--- src/rtl/seq_control_fsm.sv ---
// seq_control_fsm: multi-cycle instruction sequencer with registered Moore control strobes.
module seq_control_fsm (
  input  logic       CLK,
  input  logic       RST_N,
  input  logic       start,
  input  logic       step_mode,
  input  logic [3:0] opcode,
  input  logic [2:0] funct,
  input  logic       Zero,
  output logic       IRWrite,
  output logic       PCWrite,
  output logic       PCSrc,
  output logic       RegWrite,
  output logic       MemWrite,
  output logic       ALUSrc,
  output logic       ResultSrc,
  output logic [3:0] ALUControl,
  output logic [2:0] state,
  output logic       retire,
  output logic       halted,
  output logic       illegal,
  output logic [7:0] instr_count
);
  typedef enum logic [2:0] {IDLE = 3'd0, FETCH, DECODE, EXEC, MEM, WB, HALT} state_t;
  localparam logic [3:0] OP_ALUR = 4'h0, OP_ALUI = 4'h1, OP_LOAD = 4'h2, OP_STORE = 4'h3;
  localparam logic [3:0] OP_BEQ = 4'h4, OP_JUMP = 4'h5, OP_HALT = 4'hf;
  state_t     state_q, state_d, ret_st;
  logic [3:0] op_q, op_d, ctl_q, ctl_d;
  logic [2:0] fn_q, fn_d;
  logic       ill_q, ill_d, legal;
  logic       ir_q, ret_q, reg_q, mem_q, src_q, res_q, hlt_q, beq_q, jmp_q;
  logic [7:0] cnt_q;
  assign legal  = opcode <= OP_JUMP;
  assign ret_st = step_mode ? IDLE : FETCH;
  always_comb begin
    state_d = state_q;
    op_d    = op_q;
    fn_d    = fn_q;
    ill_d   = ill_q;
    case (state_q)
      IDLE:   state_d = start ? FETCH : IDLE;
      FETCH:  state_d = DECODE;
      DECODE: begin
        op_d    = opcode;
        fn_d    = funct;
        state_d = legal ? EXEC : HALT;
        ill_d   = ill_q | (!legal && opcode != OP_HALT);
      end
      EXEC:   state_d = (op_q == OP_ALUR || op_q == OP_ALUI) ? WB :
                        (op_q == OP_LOAD || op_q == OP_STORE) ? MEM : ret_st;
      MEM:    state_d = op_q == OP_LOAD ? WB : ret_st;
      WB:     state_d = ret_st;
      HALT:   state_d = HALT;
      default: begin
        state_d = HALT;
        ill_d   = 1'b1;
      end
    endcase
  end
  assign ctl_d = op_d == OP_ALUR ? {1'b0, fn_d} : op_d == OP_BEQ ? 4'd1 : 4'd0;
  // Strobes are registered from the next state so they line up with state_q.
  always_ff @(posedge CLK or negedge RST_N) begin
    if (!RST_N) begin
      state_q <= IDLE;
      op_q    <= '0;
      fn_q    <= '0;
      ill_q   <= 1'b0;
      ir_q    <= 1'b0;
      ret_q   <= 1'b0;
      reg_q   <= 1'b0;
      mem_q   <= 1'b0;
      src_q   <= 1'b0;
      res_q   <= 1'b0;
      hlt_q   <= 1'b0;
      beq_q   <= 1'b0;
      jmp_q   <= 1'b0;
      ctl_q   <= '0;
      cnt_q   <= '0;
    end else begin
      state_q <= state_d;
      op_q    <= op_d;
      fn_q    <= fn_d;
      ill_q   <= ill_d;
      ir_q    <= state_d == FETCH;
      ret_q   <= state_d == WB || (state_d == MEM && op_d == OP_STORE) ||
                 (state_d == EXEC && (op_d == OP_BEQ || op_d == OP_JUMP));
      reg_q   <= state_d == WB;
      res_q   <= state_d == WB && op_d == OP_LOAD;
      mem_q   <= state_d == MEM && op_d == OP_STORE;
      src_q   <= state_d == EXEC && (op_d == OP_ALUI || op_d == OP_LOAD || op_d == OP_STORE);
      beq_q   <= state_d == EXEC && op_d == OP_BEQ;
      jmp_q   <= state_d == EXEC && op_d == OP_JUMP;
      hlt_q   <= state_d == HALT;
      ctl_q   <= ctl_d;
      cnt_q   <= cnt_q + {7'd0, ret_q};
    end
  end
  assign IRWrite     = ir_q;
  assign PCWrite     = ret_q;
  assign retire      = ret_q;
  assign PCSrc       = jmp_q | (beq_q & Zero);
  assign RegWrite    = reg_q;
  assign MemWrite    = mem_q;
  assign ALUSrc      = src_q;
  assign ResultSrc   = res_q;
  assign ALUControl  = ctl_q;
  assign state       = state_q;
  assign halted      = hlt_q;
  assign illegal     = ill_q;
  assign instr_count = cnt_q;
endmodule

--- config.mk ---
export PLATFORM = sky130hd
export DESIGN_NAME = seq_control_fsm
export DESIGN_NICKNAME = d
export VERILOG_FILES = /design/src/rtl/seq_control_fsm.sv
export SDC_FILE = /design/constraint.sdc
export NUM_CORES = 1
export LEC_CHECK = 0
export BUFFER_PORTS_ARGS = -buffer_cell sky130_fd_sc_hd__buf_2
export CORE_UTILIZATION = 50
export CTS_BUF_LIST = sky130_fd_sc_hd__clkbuf_2
export CTS_CLUSTER_SIZE = 14
export DETAILED_ROUTE_END_ITERATION = 8
export GPL_ROUTABILITY_DRIVEN = 0
export GPL_TIMING_DRIVEN = 0
export HOLD_SLACK_MARGIN = 0.1
export PLACE_DENSITY = 0.75
export SYNTH_ARGS = -nofsm -noshare
export SYNTH_HDL_FRONTEND = slang
export SYNTH_SLANG_ARGS = --single-unit
export TNS_END_PERCENT = 30
--- constraint.sdc ---
create_clock -name CLK -period 2.23 [get_ports CLK]
set_input_delay 0.446 -clock CLK [delete_from_list [all_inputs] [get_ports CLK]]
set_output_delay 0.446 -clock CLK [all_outputs]
set_load 0.01 [all_outputs]
Word level (Yosys, flattened, before mapping)
Index checks and enable logic that the tools add are counted.
{"block": "word_totals", "reg_bits": 31, "output_inout_bits": 25}
{"block": "classes", "n_addsub": 1, "order_cmp": 1, "eq_ne": 20, "n_mux": 12, "n_bitwise": 3, "reduce_logical": 19}
{"cell": "$eq A3 B3 Y1 const B", "n": 6}
{"cell": "$mux W3", "n": 6}
{"cell": "$pmux W3 S6", "n": 1}
{"cell": "$eq A4 B2 Y1 const B", "n": 4}
{"cell": "$eq A3 B2 Y1 const B", "n": 3}
{"cell": "$add A8 B1 Y8", "n": 1}
{"cell": "$eq A4 B1 Y1 const B", "n": 2}
{"cell": "$eq A4 B3 Y1 const B", "n": 2}
{"cell": "$logic_not A4 Y1", "n": 2}
{"cell": "$logic_and A1 B1 Y1", "n": 7}
{"cell": "$logic_or A1 B1 Y1", "n": 7}
{"cell": "$eq A3 B1 Y1 const B", "n": 2}
{"cell": "$reduce_or A6 Y1", "n": 1}
{"cell": "$le A4 B3 Y1 const B", "n": 1}
{"cell": "$mux W4", "n": 1}
{"cell": "$ne A4 B4 Y1 const B", "n": 1}
{"cell": "$logic_not A3 Y1", "n": 1}
{"cell": "$mux W1", "n": 3}
{"cell": "$or A1 B1 Y1", "n": 2}
{"cell": "$pmux W1 S2", "n": 1}
{"cell": "$and A1 B1 Y1", "n": 1}
{"cell": "$logic_not A1 Y1", "n": 1}

Longest topological paths before layout
Gate-level depths: netlist of run 1.
{"block": "depth", "ltp_word": 9, "mapped_depth": 6}

Worst setup path after synthesis of run 1
No wires, ideal clock.
{"block": "synth_path", "kind": "reg-to-reg", "start": "reg state_q[2], in the netlist state[2]", "end": "reg ret_q, in the netlist PCWrite", "t_arrival_ps": 1444, "required_time_ps": 2093, "path_slack_ps": 649, "stages_incl_launch_ff": 7, "n_path_buf": 2, "synth_period_minus_slack_ps": 1581, "path_cell_list": "dfrtp_1 buf_2 nor3b_4 buf_4 nor3b_1 a41oi_1 a22oi_2"}
{"block": "synth_between", "elab_chain_len": 6}
{"element": "from (decl)", "line": "27", "source": "state_t state_q, state_d, ret_st;"}
{"element": "from (signal assigned)", "line": "80", "source": "state_q <= state_d;"}
{"element": "$eq A3 B3 Y1 (tied with other cells)", "line": "40", "source": "case (state_q)"}
{"element": "$pmux W3 S6 / $mux W4 (equally long branches)", "line": "40"}
{"element": "$eq A3 B3 Y1 (tied with other cells)", "line": "85", "source": "ret_q <= state_d == WB || (state_d == MEM && op_d == OP_STORE) ||"}
{"element": "$logic_and A1 B1 Y1 / $logic_or A1 B1 Y1 (equally long branches)", "line": "85, 86"}
{"element": "$logic_or A1 B1 Y1 / $logic_and A1 B1 Y1 (equally long branches)", "line": "85, 86"}
{"element": "$logic_or A1 B1 Y1 (*)", "line": "85"}
{"element": "to (signal assigned)", "line": "85"}
{"element": "to (decl)", "line": "31", "source": "logic ir_q, ret_q, reg_q, mem_q, src_q, res_q, hlt_q, beq_q, jmp_q;"}
Mark *: on every way between the ends. The rest lies on a longest branch, timed or not.
A chain may end at the register's enable or synchronous reset.

Worst setup path after layout of run 1
Ends and elaborated chain as after synthesis.

==> metrics.txt, run 1 <==
post-CTS setup buffer count=0; Layout Nets=171; clk buf depth=2; top cell type's share of synthesized area=0.565; Antenna Cells=0; Synth Register Bits=31; worst slew pin tran=~0.66 ns; final setup fails=0; M2 GR Usage=0.311; Tcrit/Tclk final=0.829; vias post-DR=1,001; Mean Syn Cell Area=11.9 µm²; TritonCTS clock tree=yes; synthesized area=~1400 µm²; Post-route DRC=0; Max-Cap Viols=0; area share of fa/ha/maj cells after synthesis=0.0182; headroom to the max-slew limit=0.561; Flop pwr share=0.407; RSZ-0062 raised after global routing=false; critical path fanouts, max=10; Final ANT Viol Nets=0; first-pass GRT wire length=4.00 mm; Ports=37; Comb power frac=0.408; layer with the highest usage=met2; Reg clk slew, reported paths=~0.16 ns; hold_buf cts=0; total track usage=0.200; Port Buf Inserts=35; Yosys cell types=41; met3 Use GR=0.0528; initial antenna violation count=0; Power Density=~1200 nW/µm²; total CTS buffers=5; YS warnings=0; total chip power=2000 µW; syn nets=between 100 and 150; WL/cell=about 14 µm; Max H-tree Level=2; post-synth top area cell=dfrtp_1; Area Overhead vs Synth=20.1%; CTS sink count=31; Via-to-Cell Ratio=5.32; setup_tns=0 ns; share of cells above drive strength 1=0.373; CP Capture Type=flop; clock skew=0.0126 ns; Max Slew Vio Count=0; fill cell count=211; Net Sw Power=716 µW; core area=between 2000 and 3000 µm²; Compound-Gate Fraction of Synth Area=0.101; main combinational cell family by area after synthesis=simple AND/OR/NAND/NOR gates; Overflow after GRT=0; 1st-pass router iterations=4; Lkg Pwr=0.000847 µW; DP Area=between 1500 and 2000 µm²; reg2reg setup slack=between 0.3 and 0.4 ns; met1 Usage GRT=0.249; clock power share=0.186; Hold Path Class=input port to asynchronous set/reset pin; final core utilization=0.648; status=complete, no violations; Clock Latency Late Sink=between 0.3 and 0.4 ns; die area=roughly 3000 µm²; synth cell count leaders=dfrtp_1, nor2_1, mux2_2, xnor2_1; Arrival @ worst endpoint=about 2.1 ns; Initial Util=0.539; pin count of the biggest net entering global routing=32; Rows=18; most common cell in the netlist=dfrtp_1; Post-Syn Instances=approximately 120; CP Class=flop to flop; top cells by area, synth=dfrtp_1, mux2_2, nor2_1, xnor2_1, nor4b_1; Post-synth top flop=dfrtp_1; async set-or-reset flop fraction in the synthesized netlist=1.00; hpwl dp=between 1.5 and 2 mm; internal power=between 1000 and 1500 µW; achievable frequency=~540 MHz; R2R Path Start=state[2]$_DFF_PN0_; Die Ht=approximately 54 µm; switch share=0.357; initial DRC count=5; Period minus WS final=approximately 1.8 ns; number of global-route vias before repair=between 900 and 1,000; Synth Area in Simple Gates=0.171; root buffer cell=clkbuf_2; Critical Path Start=state[2]$_DFF_PN0_; fraction of synthesized area in multiplexers=0.0565; post-synthesis xor/xnor area fraction=0.0447; die width=54.4 µm; post-route cell area=roughly 1600 µm²; final hold viol count=0; Total Wirelength=between 2 and 3 mm; CP Launch Type=flop; peak supply drop=between 0.0008 and 0.0009 V; register area share after synthesis=0.565; Post-synth EDFFs=0; Crit path required time=approximately 2.5 ns; CTS resizes=0
[cells in the final DEF, fill, tap and decap left out, drive strengths merged, types with 2 or more instances in the layout]
cell type  synthesis  layout
nor4               2       2
dfrtp             31      31
nor4b              4       4
inv                3       3
nand2              3       3
clkbuf             2       7
clkinv             0       2
buf                5      40
xor2               2       2
nor2              15      15
nand3              3       3
mux2               6       6
xnor2              5       5
nor3b              2       2
nand2b             3       3
o21ai              2       2
ha                 2       2
a21oi              3       3
nor2b              2       2
[area by class of cell]
| class | instances | area [µm²] | area share |
|---|---|---|---|
| buffer | 7 | 43.8 | 0.0266 |
| clock buffer | 5 | 25.0 | 0.0152 |
| clock inverter | 3 | 38.8 | 0.0235 |
| inverter | 3 | 11.3 | 0.00683 |
| multi-input combinational | 74 | 542 | 0.329 |
| sequential | 31 | 776 | 0.470 |
| tap | 30 | 37.5 | 0.0228 |
| timing repair buffer | 35 | 175 | 0.106 |
[power groups by stage]
stage               combinational, µW  sequential [µW]  clock, µW
finish                            817              816        372
global route                      903              836        407
CTS                               820              815        383
detailed placement                805              826          0
floorplan                         548              859          0
global placement                  788              818          0
[cells by family (layout without fill, tap and decap cells)]
kind of cell	after synthesis	after routing
fa+ha+maj	2	2
xor+xnor	7	7
simple gates	40	40
flops	31	31
mux	7	7
buf+inv	10	53
compound gates	17	17
other cells	1	1
[worst max-delay path, stage by stage (launching register included)]
cell     delay, ns
dfrtp_1       0.40
buf_2         0.18
nor3b_4       0.39
buf_4         0.25
nor3b_1       0.08
a41oi_1       0.29
a22oi_2       0.13
[routing by layer]
metal  routed length, µm  up-vias
met5                   0        -
li1                    -      485
met2                1200       33
met3                 144        7
met1                1160      476
met4                  60        0
[sequential cells by signal (all words and copies together) (netlist names), 3 cells and up]
| name | count |
|---|---|
| ALUControl | 3 |
| fn_q | 3 |
| instr_count | 8 |
| op_q | 4 |
| state | 3 |
[worst paths after layout]
path	cells after the start	end
setup / recovery	6	PCWrite$_DFF_PN0_
hold / removal	1	IRWrite$_DFF_PN0_
setup reg to reg	6	PCWrite$_DFF_PN0_
hold reg to reg	1	instr_count[7]$_DFF_PN0_
max in group asynchronous	1	MemWrite$_DFF_PN0_
min in group CLK	3	fn_q[1]$_DFF_PN0_
[stage by stage]
step,setup slack [ns],hold slack [ns],std cells
after floorplan,0.649,0.150,115
after global placement,0.469,0.448,180
after detailed placement,0.489,0.462,180
after CTS,0.366,0.114,188
after global routing,0.271,0.129,188
final,0.382,0.0925,188
Power figures use the tool's default switching activity.
==> run 2, diff against run 1 <==
--- a/config.mk
+++ b/config.mk
@@ -5,8 +5,9 @@
 export SDC_FILE = /design/constraint.sdc
 export NUM_CORES = 1
 export LEC_CHECK = 0
+export ABC_AREA = 1
 export BUFFER_PORTS_ARGS = -buffer_cell sky130_fd_sc_hd__buf_2
-export CORE_UTILIZATION = 50
+export CORE_UTILIZATION = 48
 export CTS_BUF_LIST = sky130_fd_sc_hd__clkbuf_2
 export CTS_CLUSTER_SIZE = 14
 export DETAILED_ROUTE_END_ITERATION = 8
==> constraint.sdc (replaced) <==
create_clock -name CLK -period 1.7 [get_ports CLK]
set_input_delay 0.34 -clock CLK [delete_from_list [all_inputs] [get_ports CLK]]
set_output_delay 0.34 -clock CLK [all_outputs]
set_load 0.01 [all_outputs]
==> metrics.txt, run 2 <==
status=complete, no violations (unchanged); achievable frequency=650 MHz (was 541 MHz); hold_ws=0.202 ns (was 0.0925 ns); die width=55.8 µm (was 54.4 µm); Initial Util=0.503 (was 0.539); vias post-DR=1,110 (was 1,001); max reg flops=8 (unchanged); Arrival @ worst endpoint=1.84 ns (was 2.08 ns); register area share after synthesis=0.559 (was 0.565); number of global-route vias before repair=993 (was 903); pin count of the biggest net entering global routing=32 (unchanged); total CTS buffers=5 (unchanged); Lkg Pwr=0.000928 µW (was 0.000847 µW); hpwl dp=1.93 mm (was 1.74 mm); initial antenna violation count=0 (unchanged); Max Slew Vio Count=0 (unchanged); clock skew=0.00752 ns (was 0.0126 ns); Antenna Cells=0 (unchanged); total track usage=0.191 (was 0.200); final setup fails=0 (unchanged); commonest non-fill, non-tap cell in the layout=buf_2 (unchanged); die area=3110 µm² (was 2960 µm²); worst slew pin tran=0.650 ns (was 0.659 ns); post-synth top area cell=dfrtp_1 (unchanged); Max-Cap Viols=0 (unchanged); Area Overhead vs Synth=19.4% (was 20.1%); Period minus WS final=1.54 ns (was 1.85 ns); post-CTS setup buffer count=0 (unchanged); root buffer cell=clkbuf_2 (unchanged); CP Launch Type=flop (unchanged); DP Area=1600 µm² (was 1590 µm²); synthesized area=1390 µm² (was 1370 µm²); TritonCTS clock tree=yes (unchanged); Power Density=1610 nW/µm² (was 1220 nW/µm²); most common cell in the netlist=dfrtp_1 (unchanged); Post-Syn Instances=152 (was 115); critical path fanouts, max=9 (was 10); share of cells above drive strength 1=0.296 (was 0.373); CP Capture Type=flop (unchanged); Die Ht=55.8 µm (was 54.4 µm); WL/cell=11.4 µm (was 13.6 µm); Max H-tree Level=2 (unchanged); Synth Register Bits=31 (unchanged); Rows=19 (was 18); Tcrit/Tclk final=0.904 (was 0.829); Overflow after GRT=0 (unchanged); Post-synth top flop=dfrtp_1 (unchanged); Mean Syn Cell Area=9.13 µm² (was 11.9 µm²); Layout Nets=209 (was 171); RSZ-0062 raised after global routing=false (unchanged); top cell type's share of synthesized area=0.559 (was 0.565); Via-to-Cell Ratio=4.89 (was 5.32); headroom to the max-slew limit=0.567 (was 0.561); final hold viol count=0 (unchanged); Post-synth EDFFs=0 (unchanged); Total Wirelength=2.58 mm (was 2.56 mm); Final ANT Viol Nets=0 (unchanged); core area=2760 µm² (was 2540 µm²); initial DRC count=27 (was 5); syn nets=166 (was 129); Crit path required time=2.00 ns (was 2.46 ns); setup_tns=0 ns (unchanged); Port Buf Inserts=35 (unchanged); Ports=37 (unchanged); clk buf depth=2 (unchanged); 1st-pass router iterations=4 (unchanged); first-pass GRT wire length=4.38 mm (was 4.00 mm); commonest non-fill, non-tap cells in the layout=buf_2, dfrtp_1, nand2_1, nor2_1, inv_1 (was buf_2, dfrtp_1, nor2_1, clkbuf_2, mux2_2); Clock Latency Late Sink=0.36 ns (about the same); CP Class=flop to flop (unchanged); post-route cell area=1660 µm² (was 1650 µm²); Post-route DRC=0 (unchanged); top cells by area, synth=dfrtp_1, nand2_1, nor2_1, nand3_1, inv_1 (was dfrtp_1, mux2_2, nor2_1, xnor2_1, nor4b_1); synth cell count leaders=dfrtp_1, nand2_1, nor2_1, inv_1, nand3_1 (was dfrtp_1, nor2_1, mux2_2, xnor2_1); Reg clk slew, reported paths=0.15 ns (was 0.16 ns); Hold Path Class=input port to flop (was input port to asynchronous set/reset pin); Yosys cell types=25 (was 41); CTS sink count=31 (unchanged); peak supply drop=0.00116 V (was 0.000869 V); YS warnings=0 (unchanged); async set-or-reset flop fraction in the synthesized netlist=1.00 (unchanged)
-- run 2: kinds of logic (layout without fill, tap and decap cells) --
family,after synthesis,count (layout),synth area share
flops,31,31,0.559
buf+inv,21,65,0.0649
other cells,1,1,0.00270
xor+xnor,6,6,0.0379
compound gates,9,9,0.0406
fa+ha+maj,2,2,0.0180
simple gates,82,82,0.277
-- run 2: path summary, 6_finish.rpt --
kind / start / end / slack (ns) / cells past startpoint
setup / recovery: state[2]$_DFF_PN0_ / PCWrite$_DFF_PN0_ / 0.16 / 7
hold / removal: funct[0] / fn_q[0]$_DFF_PN0_ / 0.20 / 3
setup reg to reg: state[2]$_DFF_PN0_ / PCWrite$_DFF_PN0_ / 0.16 / 7
hold reg to reg: instr_count[7]$_DFF_PN0_ / instr_count[7]$_DFF_PN0_ / 0.48 / 1
max in group asynchronous: RST_N / illegal$_DFFE_PN0N_ / 0.76 / 2
min in group asynchronous: RST_N / instr_count[2]$_DFF_PN0_ / 0.51 / 2
-- run 2: through the flow --
stage | setup WS (ns) | utilization | total power [µW] | std cells
2_1_floorplan | 0.348 | - | 1950 | 152
3_3_place_gp | 0.190 | 0.581 | 2260 | 218
3_5_place_dp | 0.146 | 0.581 | 2310 | 218
4_1_cts | 0.106 | 0.599 | 2670 | 227
5_1_grt | 0.0276 | 0.601 | 2890 | 227
6_report | 0.162 | 0.601 | 2660 | 227
-- run 2: per-layer routing --
metal | GRT usage | vias to the layer above | share of wire
met5 | 0 | - | 0
met4 | 0.0786 | 0 | 0.016
met3 | 0.0698 | 6 | 0.059
met2 | 0.298 | 32 | 0.48
met1 | 0.240 | 503 | 0.45
li1 | - | 569 | -
-- run 2: cell type report --
cell class / count / area [µm²]
clock buffers: 7 / 35.0
clock inverters: 1 / 5.00
inverters: 18 / 67.6
fillers: 253 / 1100
plain buffers: 3 / 22.5
repair buffers: 36 / 185
multi-input cells: 100 / 527
flip-flops and latches: 31 / 776
well taps: 31 / 38.8
-- run 2: critical path, stage by stage (launching register included) --
cell and delay (ns):
dfrtp_1 0.50, inv_2 0.17, nand3_4 0.15, nor2_1 0.24, nor2_1 0.10, nand3_1 0.13, nand3_1 0.11, nand3_1 0.09
-- run 2: power breakdown --
part	leakage, µW	internal, µW	switching (µW)	total [µW]
Sequential	0.000397	958	157	1120
Clock	0.0000330	112	239	351
Combinational	0.000498	418	777	1200
-- run 2: repair_timing --
item	CTS	global route
resized for setup	0	2
endpoints found under the hold margin	31	0
hold buffers	1	0
endpoints found under the setup margin	0	2
==> run 3, diff against run 2 <==
--- a/config.mk
+++ b/config.mk
@@ -15,6 +15,7 @@
 export GPL_TIMING_DRIVEN = 0
 export HOLD_SLACK_MARGIN = 0.1
 export PLACE_DENSITY = 0.75
+export REMOVE_ABC_BUFFERS = 1
 export SYNTH_ARGS = -nofsm -noshare
 export SYNTH_HDL_FRONTEND = slang
 export SYNTH_SLANG_ARGS = --single-unit
==> metrics.txt, run 3 (same netlist as run 2, synthesis figures left out) <==
clock skew=0.0110 ns (was 0.00752 ns); Tcrit/Tclk final=0.915 (was 0.904); pin count of the biggest net entering global routing=32 (unchanged); Comb power frac=0.438 (was 0.449); CP Launch Type=flop (unchanged); core area=2760 µm² (unchanged); initial antenna violation count=0 (unchanged); Lkg Pwr=0.000905 µW (was 0.000928 µW); die area=3110 µm² (unchanged); switch share=0.449 (was 0.441); max reg flops=8 (unchanged); Reg-to-Reg End=PCWrite$_DFF_PN0_ (unchanged); Port Buf Inserts=35 (unchanged); Die Ht=55.8 µm (unchanged); Max H-tree Level=2 (unchanged); Overflow after GRT=0 (unchanged); RSZ-0062 raised after global routing=true (was false); reg2reg setup slack=0.14 ns (was 0.16 ns); Clock Latency Late Sink=0.35 ns (was 0.36 ns); Initial Util=0.503 (unchanged); Power Density=1600 nW/µm² (was 1610 nW/µm²); Crit path required time=1.94 ns (was 2.00 ns); Rows=19 (unchanged); Area Overhead vs Synth=17.3% (was 19.4%); 1st-pass router iterations=4 (unchanged); met3 Use GR=0.0698 (unchanged); R2R Path Start=state[1]$_DFF_PN0_ (was state[2]$_DFF_PN0_); clk buf depth=2 (unchanged); setup_tns=0 ns (unchanged); layer with the highest usage=met2 (unchanged); initial DRC count=48 (was 27); Place WS=0.167 ns (was 0.146 ns); WL/cell=11.6 µm (was 11.4 µm); root buffer cell=clkbuf_2 (unchanged); post-route cell area=1630 µm² (was 1660 µm²); Layout Nets=206 (was 209); total CTS buffers=5 (unchanged); hold_ws=0.214 ns (was 0.202 ns); total track usage=0.184 (was 0.191); Net Sw Power=1170 µW (about the same); CTS sink count=31 (unchanged); hpwl dp=1.89 mm (was 1.93 mm); peak supply drop=0.00108 V (was 0.00116 V); met1 Usage GRT=0.229 (was 0.240); DP Area=1580 µm² (was 1600 µm²); Hold Path Class=input port to flop (unchanged); Total Wirelength=2.58 mm (about the same); headroom to the max-slew limit=0.558 (was 0.567); commonest non-fill, non-tap cells in the layout=buf_2, dfrtp_1, nand2_1, nor2_1, inv_1 (unchanged); Max Slew Vio Count=0 (unchanged); total chip power=2600 µW (was 2660 µW); TritonCTS clock tree=yes (unchanged); Max-Cap Viols=0 (unchanged); worst slew pin tran=0.663 ns (was 0.650 ns); die width=55.8 µm (unchanged); number of global-route vias before repair=1,033 (was 993); achievable frequency=643 MHz (was 650 MHz); Reg clk slew, reported paths=0.14 ns (was 0.15 ns); Critical Path Start=state[1]$_DFF_PN0_ (was state[2]$_DFF_PN0_); M2 GR Usage=0.281 (was 0.298); internal power=1430 µW (was 1490 µW); critical path fanouts, max=9 (unchanged); final hold viol count=0 (unchanged); commonest non-fill, non-tap cell in the layout=buf_2 (unchanged); Arrival @ worst endpoint=1.80 ns (was 1.84 ns); Ports=37 (unchanged); clock power share=0.121 (was 0.132); share of cells above drive strength 1=0.276 (was 0.296); Setup WS post-layout=0.144 ns (was 0.162 ns); CP Capture Type=flop (unchanged); Via-to-Cell Ratio=5.12 (was 4.89); final setup fails=0 (unchanged); vias post-DR=1,141 (was 1,110); CP Class=flop to flop (unchanged); first-pass GRT wire length=4.35 mm (was 4.38 mm); crit path to=PCWrite$_DFF_PN0_ (unchanged); Final ANT Viol Nets=0 (unchanged); fill cell count=259 (was 253); Flop pwr share=0.441 (was 0.419); Post-route DRC=0 (unchanged); Period minus WS final=1.56 ns (was 1.54 ns); R2R depth=6 (was 7); Antenna Cells=0 (unchanged); post-CTS setup buffer count=0 (unchanged); status=complete, no violations (unchanged)
-- run 3: area by class of cell --
cell class / instances / area [µm²] / share of cell area
clock buffers: 5 / 25.0 / 0.0154
clock inverters: 2 / 8.76 / 0.00538
inverters: 18 / 67.6 / 0.0415
multi-input cells: 100 / 527 / 0.324
flip-flops and latches: 31 / 776 / 0.477
well taps: 31 / 38.8 / 0.0238
repair buffers: 36 / 185 / 0.114
-- run 3: metrics by stage --
stage | instances | utilization
final | 223 | 0.590
after global routing | 223 | 0.590
after CTS | 223 | 0.588
after detailed placement | 215 | 0.573
after global placement | 215 | 0.573
after floorplan | 149 | -
-- run 3: metal layers --
layer / part of all wire / wire length, µm
met5: 0 / 0
met4: 0.020 / 51
met3: 0.074 / 192
met2: 0.48 / 1230
met1: 0.43 / 1110
-- run 3: repair_timing --
| item | in CTS | in global routing |
|---|---|---|
| gates resized for setup | 0 | 1 |
| hold buffers | 1 | 0 |
| endpoints found under the hold margin | 31 | 0 |
| endpoints found under the setup margin | 0 | 4 |
-- run 3: power groups by stage --
stage | Clock [µW] | Sequential (µW) | Combinational, µW
6_report | 315 | 1150 | 1140
5_1_grt | 361 | 1180 | 1290
4_1_cts | 329 | 1140 | 1130
3_5_place_dp | 0 | 1160 | 1120
3_3_place_gp | 0 | 1140 | 1090
2_1_floorplan | 0 | 1200 | 716
-- run 3: worst min path at each step --
stage	start	endpoint	cells after the start
final	funct[0]	fn_q[0]$_DFF_PN0_	3
after global routing	funct[0]	fn_q[0]$_DFF_PN0_	3
after CTS	funct[0]	fn_q[0]$_DFF_PN0_	3
after detailed placement	RST_N	instr_count[2]$_DFF_PN0_	1
after global placement	RST_N	instr_count[3]$_DFF_PN0_	1
after floorplan	RST_N	ALUControl[0]$_DFF_PN0_	0
-- run 3: critical path: stages, from the launching register on --
cell and delay (ns):
dfrtp_1 0.52, inv_1 0.15, nor2_1 0.07, a21boi_0 0.26, nand3_1 0.22, nand3_1 0.16, nand3_1 0.07
